### src/rtl/mcl_pkg.sv
// mcl_pkg: shared types and constants for the MCL memory-request sequencer
package mcl_pkg;
    typedef enum logic [2:0] {S_IDLE, S_REQ, S_WAIT, S_PF, S_ERR} state_t;
    localparam int RETRY_MAX_DEF = 7;
    localparam int TIMEOUT_DEF = 255;
    localparam logic [17:0] TRAP_ADDR = 18'o1777;
endpackage

### src/rtl/mcl_sat_counter.sv
// mcl_sat_counter: clear/increment counter that saturates at LIMIT and flags it
module mcl_sat_counter #(
    parameter int W = 8,
    parameter int LIMIT = 255
) (
    input  logic clk,
    input  logic reset,
    input  logic clr,
    input  logic inc,
    output logic at_lim
);
    logic [W-1:0] cnt_q, cnt_d;
    always_comb begin
        at_lim = cnt_q == W'(LIMIT);
        cnt_d = clr ? '0 : (inc && !at_lim) ? cnt_q + 1'b1 : cnt_q;
    end
    always_ff @(posedge clk) cnt_q <= reset ? '0 : cnt_d;
endmodule

### src/rtl/mcl_mem_seq.sv
// mcl_mem_seq: EBOX memory-cycle sequencer tracking request, retry, page fail and MBOX response
module mcl_mem_seq
    import mcl_pkg::*;
#(
    parameter int RETRY_MAX = RETRY_MAX_DEF,
    parameter int TIMEOUT = TIMEOUT_DEF
) (
    input  logic clk,
    input  logic reset,
    input  logic memStart,
    input  logic memWrite,
    input  logic user,
    input  logic public,
    input  logic cshEBOXT0,
    input  logic cshEBOXRetry,
    input  logic mboxRespIn,
    input  logic pfEBOXHandle,
    input  logic pfClear,
    output logic eboxReqIn,
    output logic eboxSync,
    output logic mboxXfer,
    output logic pfHold,
    output logic force1777,
    output logic ptPublic,
    output logic ptWrite,
    output logic seqErr
);
    state_t state_q, state_d;
    logic xfer_q, xfer_d, ppub_q, ppub_d, pwr_q, pwr_d, user_q, user_d;
    logic start, in_wait, rty_lim, tmo_lim, tmo_clr, tmo_inc, rty_inc, unused;
    always_comb begin
        start = state_q == S_IDLE && memStart;
        in_wait = state_q == S_WAIT && !pfEBOXHandle;
        rty_inc = in_wait && cshEBOXRetry;
        tmo_clr = state_q == S_REQ && !pfEBOXHandle && cshEBOXT0;
        tmo_inc = in_wait && !cshEBOXRetry && !mboxRespIn;
        xfer_d = in_wait && !cshEBOXRetry && mboxRespIn;
        {pwr_d, ppub_d, user_d} = start ? {memWrite, public, user} : {pwr_q, ppub_q, user_q};
    end
    // timeout limit is one below TIMEOUT so ERR is entered on the TIMEOUT-th idle WAIT cycle
    mcl_sat_counter #(.W($clog2(RETRY_MAX + 1)), .LIMIT(RETRY_MAX)) u_rty (
        .clk(clk), .reset(reset), .clr(start), .inc(rty_inc), .at_lim(rty_lim)
    );
    mcl_sat_counter #(.W($clog2(TIMEOUT + 1)), .LIMIT(TIMEOUT - 1)) u_tmo (
        .clk(clk), .reset(reset), .clr(tmo_clr), .inc(tmo_inc), .at_lim(tmo_lim)
    );
    always_ff @(posedge clk) begin
        state_q <= reset ? S_IDLE : state_d;
        xfer_q <= reset ? 1'b0 : xfer_d;
        ppub_q <= reset ? 1'b0 : ppub_d;
        pwr_q <= reset ? 1'b0 : pwr_d;
        user_q <= reset ? 1'b0 : user_d;
    end
    always_comb begin
        state_d = state_q;
        case (state_q)
            S_IDLE: state_d = memStart ? S_REQ : S_IDLE;
            S_REQ: state_d = pfEBOXHandle ? S_PF : cshEBOXT0 ? S_WAIT : S_REQ;
            S_WAIT: state_d = pfEBOXHandle ? S_PF
                            : cshEBOXRetry ? (rty_lim ? S_ERR : S_REQ)
                            : mboxRespIn ? S_IDLE
                            : tmo_lim ? S_ERR : S_WAIT;
            S_PF: state_d = pfClear ? S_IDLE : S_PF;
            default: state_d = S_ERR;
        endcase
    end
    always_comb begin
        eboxReqIn = state_q == S_REQ;
        eboxSync = state_q == S_REQ || state_q == S_WAIT;
        pfHold = state_q == S_PF;
        force1777 = state_q == S_PF;
        seqErr = state_q == S_ERR;
        mboxXfer = xfer_q;
        ptPublic = ppub_q;
        ptWrite = pwr_q;
        unused = user_q;
    end
endmodule

### config.mk
export PLATFORM = sky130hd
export DESIGN_NAME = mcl_mem_seq
export DESIGN_NICKNAME = d
export VERILOG_FILES = /design/src/rtl/mcl_pkg.sv /design/src/rtl/mcl_sat_counter.sv /design/src/rtl/mcl_mem_seq.sv
export SDC_FILE = /design/constraint.sdc
export NUM_CORES = 1
export LEC_CHECK = 0
export BUFFER_PORTS_ARGS = -buffer_cell sky130_fd_sc_hd__buf_2
export CAP_MARGIN = 15
export CORE_UTILIZATION = 26
export CTS_CLUSTER_DIAMETER = 50
export CTS_CLUSTER_SIZE = 25
export DETAILED_ROUTE_END_ITERATION = 10
export SYNTH_ARGS = -nofsm -noshare
export SYNTH_HDL_FRONTEND = slang
export SYNTH_SLANG_ARGS = --single-unit
### constraint.sdc
create_clock -name clk -period 2.2 [get_ports clk]
set_input_delay 0.11 -clock clk [delete_from_list [all_inputs] [get_ports clk]]
set_output_delay 0.11 -clock clk [all_outputs]
set_load 0.01 [all_outputs]
* Yosys cells after proc, flatten, opt, wreduce, memory -nomap -nowiden *
Index checks and enable logic that the tools add are counted.

cells by class
  add/subtract/negate cells = 2
  reductions and logical operators = 19
  mux-type cells = 10
  eq/ne operators = 6

operators with widths
  cell                   count
  $mux W3                5
  $pmux W3 S4            1
  $logic_and A1 B1 Y1    10
  $add A8 B1 Y8 const B  1
  $eq A8 B8 Y1 const B   1
  $eq A3 B2 Y1 const B   2
  $eq A3 B3 Y1 const B   2
  $mux W2                3
  $logic_not A1 Y1       5
  $reduce_or A2 Y1       2
  $add A3 B1 Y3 const B  1
  $eq A3 B1 Y1 const B   1
  $logic_not A3 Y1       1
  $logic_or A1 B1 Y1     1
  $mux W1                1

word-level totals
  output and inout bits = 8
  bits in registers = 17
  input bits = 11
  word-level logic and storage cells = 43

* Depth between registers and ports, before layout *
  word-level depth = 6
  depth in mapped cells = 7
  gate-level depth less buffers = 6

* By module *
From an unflattened synthesis, not the netlist that was laid out.

unflattened totals
  cells, all modules = 107
  area total of the unflattened synthesis = 967.2 um^2

by module, submodules not included
  module                    area each (um^2)  instances  seq. area each (um^2)  cells each
  mcl_sat_counter at u_tmo  431.7             1          160.2                  50
  mcl_mem_seq               392.9             1          120.1                  45
  mcl_sat_counter at u_rty  142.6             1          60.1                   12

* Worst setup path after synthesis *
OpenSTA, ideal clock, no wires.

  path type = register -> register
  start point = register u_tmo.cnt_q[0]
  end point = register u_tmo.cnt_q[7]
  buffers on the path = 1
  stages on the path, launching flop included = 8
  period minus slack after synthesis = 1.987 ns
  required time = 2.130 ns
  arrival = 1.917 ns
  slack = 0.213 ns
  library setup time = 0.070 ns
  cells stage by stage = dfxtp_1 inv_1 ha_1 and4_1 clkbuf_1 or4b_4 or3_1 a21oi_1

between the ends
  word-level cells in the longest chain between the ends = 3
  elaborated cells on any way between the ends = 4
  those cells by class = add/sub (1); eq/ne (1); reduce/logical (2)

RTL lines
  what                                                                   RTL line               source
  start, declared                                                        mcl_sat_counter.sv:12  logic [W-1:0] cnt_q, cnt_d;
  start signal, assigned                                                 mcl_sat_counter.sv:17  always_ff @(posedge clk) cnt_q <= reset ? '0 : cnt_d;
  parallel branches: the longest is 3 deep, another holds $add A8 B1 Y8  -

Parallel ways; which one is timed is not known.
A chain may end at the register's enable or synchronous reset.

* Worst setup path after layout *
  start point = register state_q[2]
  end point = register u_tmo.cnt_q[6]

between the ends
  word-level cells in the longest chain between the ends = 5
  elaborated cells on any way between the ends = 9
  those cells by class = eq/ne (2); reduce/logical (7)

RTL lines
  what                              RTL line               source
  start, declared                   mcl_mem_seq.sv:28      state_t state_q, state_d;
  start signal, assigned            mcl_mem_seq.sv:48      state_q <= reset ? S_IDLE : state_d;
  $eq A3 B2 Y1                      mcl_mem_seq.sv:33      in_wait = state_q == S_WAIT && !pfEBOXHandle;
  $logic_and A1 B1 Y1               mcl_mem_seq.sv:33
  $logic_and A1 B1 Y1 (2 in a row)  mcl_mem_seq.sv:36      tmo_inc = in_wait && !cshEBOXRetry && !mboxRespIn;
  $logic_and A1 B1 Y1               mcl_sat_counter.sv:15  cnt_d = clr ? '0 : (inc && !at_lim) ? cnt_q + 1'b1 : cnt_q;

Several ways; a longest one is shown, not always the timed one.

==> results.sh <==
export IMPL_first_pass_iters=6
export IMPL_synth_flop_cell="dfxtp_1"
export IMPL_synth_seq_area_share_pct=36.4
export IMPL_clk_path_buf_depth=2
export IMPL_post_route_drc_count=0
export IMPL_cts_hold_repair_buffers=0
export IMPL_core_area_um2=3390
export IMPL_hold_violations=0
export IMPL_die_w_um=62.0
export IMPL_p_leak_nw=0.442
export IMPL_rows=21
export IMPL_avgSynthCellArea_um2=8.83
export IMPL_dieArea_um2=3840
export IMPL_vias_per_cell=4.81
export IMPL_post_cts_buffers=0
export IMPL_grt_pass1_wl_um=2950
export IMPL_syn_inst=106
export IMPL_drv_slew=0
export IMPL_clk_pin_slew_ps=110
export IMPL_layout_common_cells="18 x nor2_1, 17 x buf_2, 17 x dfxtp_1"
export IMPL_grt_max_degree=12
export IMPL_dp_cells=168
export IMPL_layout_commonest_cell="nor2_1"
export IMPL_hold_class="input pin to flip-flop"
export IMPL_cap_violations=0
export IMPL_wirelength_um=1890
export IMPL_max_freq_mhz=501
export IMPL_nets=142
export IMPL_cts_sinks=17
export IMPL_rsz0062_at_grt="false"
export IMPL_finalSetupTns_ps=0
export IMPL_syn_to_final_growth_pct=17.4
export IMPL_arrival_ps=2180
export IMPL_wl_per_cell_um=11.0
export IMPL_period_share_pct=90.8
export IMPL_crit_required_ps=2390
export IMPL_grt_pass1_vias=710
export IMPL_diodes=0
export IMPL_tightest_slew_ps=803
export IMPL_layout_min_cycle_time_ps=2000
export IMPL_status="complete, no violations"
export IMPL_track_usage_pct=10.4
export IMPL_initial_core_util_pct=27.6
export IMPL_synth_edff_count=0
export IMPL_h_tree_depth=1
export IMPL_start_kind="flip-flop"
export IMPL_design_area_um2=1100
export IMPL_cts_resized_gates=0
export IMPL_timing_slew_headroom_pct=45.7
export IMPL_vias=827
export IMPL_gp_congestion=0.765
export IMPL_num_io_pins=19
export IMPL_yosysWarnings=0
export IMPL_cts_root_buf="clkbuf_4"
export IMPL_critPathMaxFanout=9
export IMPL_synth_cell_type_count=36
export IMPL_syn_cell_area_um2=936
export IMPL_ir_worst_vdd_uv=128
export IMPL_skew_ps=6.91
export IMPL_setup_violations_final=0
export IMPL_io_buffer_count=17
export IMPL_die_h_um=62.0
export IMPL_placed_cell_area_um2=1070
export IMPL_stdcell_count=172
export IMPL_drive_gt1_share_pct=24.6
export IMPL_synth_seq_cells=17
export IMPL_synthArstFlopShare_pct=0
export IMPL_syn_num_nets=121
export IMPL_cts_inserted_buffers=3
export IMPL_grt_overflow_total=0
export IMPL_path_class="flip-flop to flip-flop"
export IMPL_drtIter0Drc=67
export IMPL_antenna_left=0
export IMPL_critPathCaptureType="flip-flop"
export IMPL_p_per_area_nw_per_um2=544
export IMPL_dpl_hpwl_um=1480
export IMPL_antenna_found_initial=0
export IMPL_cts_tree="yes"
export IMPL_insertion_delay_ps=300
-- cells in the mapped netlist, types with 3 or more instances --
master | instances | area share [%]
or3_1 | 3 | 2.0
nor3_1 | 3 | 1.6
a211oi_1 | 6 | 4.8
inv_1 | 4 | 1.6
dfxtp_1 | 17 | 36
nand2_1 | 5 | 2.0
mux2i_1 | 4 | 4.3
xnor2_1 | 6 | 5.6
nor2_1 | 18 | 7.2
a2111oi_0 | 3 | 2.8
buf_6 | 3 | 3.6
ha_1 | 4 | 5.3
clkbuf_1 | 3 | 1.2
-- flip-flops by register name, indices dropped and copies added, names as in the netlist --
register / cells
u_tmo.cnt_q: 8
state_q: 3
u_rty.cnt_q: 3
mboxXfer: 1
ptPublic: 1
ptWrite: 1
-- final timing paths --
| path | from | end | slack, ps | depth (start not counted) |
|---|---|---|---|---|
| setup / recovery | state_q[2] | u_tmo.cnt_q[6] | 200 | 4 |
| hold / removal | memWrite | ptWrite | 50 | 3 |
| setup reg to reg | state_q[2] | u_tmo.cnt_q[6] | 200 | 4 |
| hold reg to reg | u_tmo.cnt_q[7] | u_tmo.cnt_q[7] | 500 | 2 |
-- metrics by stage --
step	utilization [%]	worst slack (ps)	hold WS [ps]	power (W)
finish	32.4	203	51.2	0.000597
global route	32.4	64.2	68.3	0.000628
CTS	32.4	191	52.3	0.000602
detailed placement	31.6	226	361	0.000429
global placement	31.6	199	349	0.000425
floorplan	-	213	182	0.000394
-- worst max-delay path: stages (launching register included) --
cell       delay, ps
dfxtp_1          400
or4b_2           720
a2111oi_0        540
xnor2_1          180
nor2_1            50
-- power by group --
part           switching (W)  leakage, nW  internal, W
Sequential        0.00000427        0.138     0.000316
Combinational      0.0000576        0.287    0.0000445
Clock               0.000107       0.0177    0.0000677
-- final cells by class --
type | instances | area [µm²]
Clock buffer | 3 | 22.5
Timing Repair Buffer | 23 | 130
Tap cell | 46 | 57.6
Clock inverter | 1 | 5.00
Fill cell | 363 | 2290
Multi-Input combinational cell | 78 | 528
Inverter | 4 | 15.0
Sequential cell | 17 | 340
-- metal layers --
metal	share of wire, %	global-route usage (%)
met3	1.1	1.24
met5	0	0
met4	1.9	4.76
met2	50	16.7
met1	47	13.8
-- cells by family after synthesis --
family          Yosys count  synth area share [%]
compound gates           19                  14.6
xor+xnor                  7                  6.55
fa+ha+maj                 4                  5.35
buf+inv                  11                  7.22
flops                    17                  36.4
mux                       4                  4.28
simple gates             44                  25.7
Power figures use the tool's default switching activity.
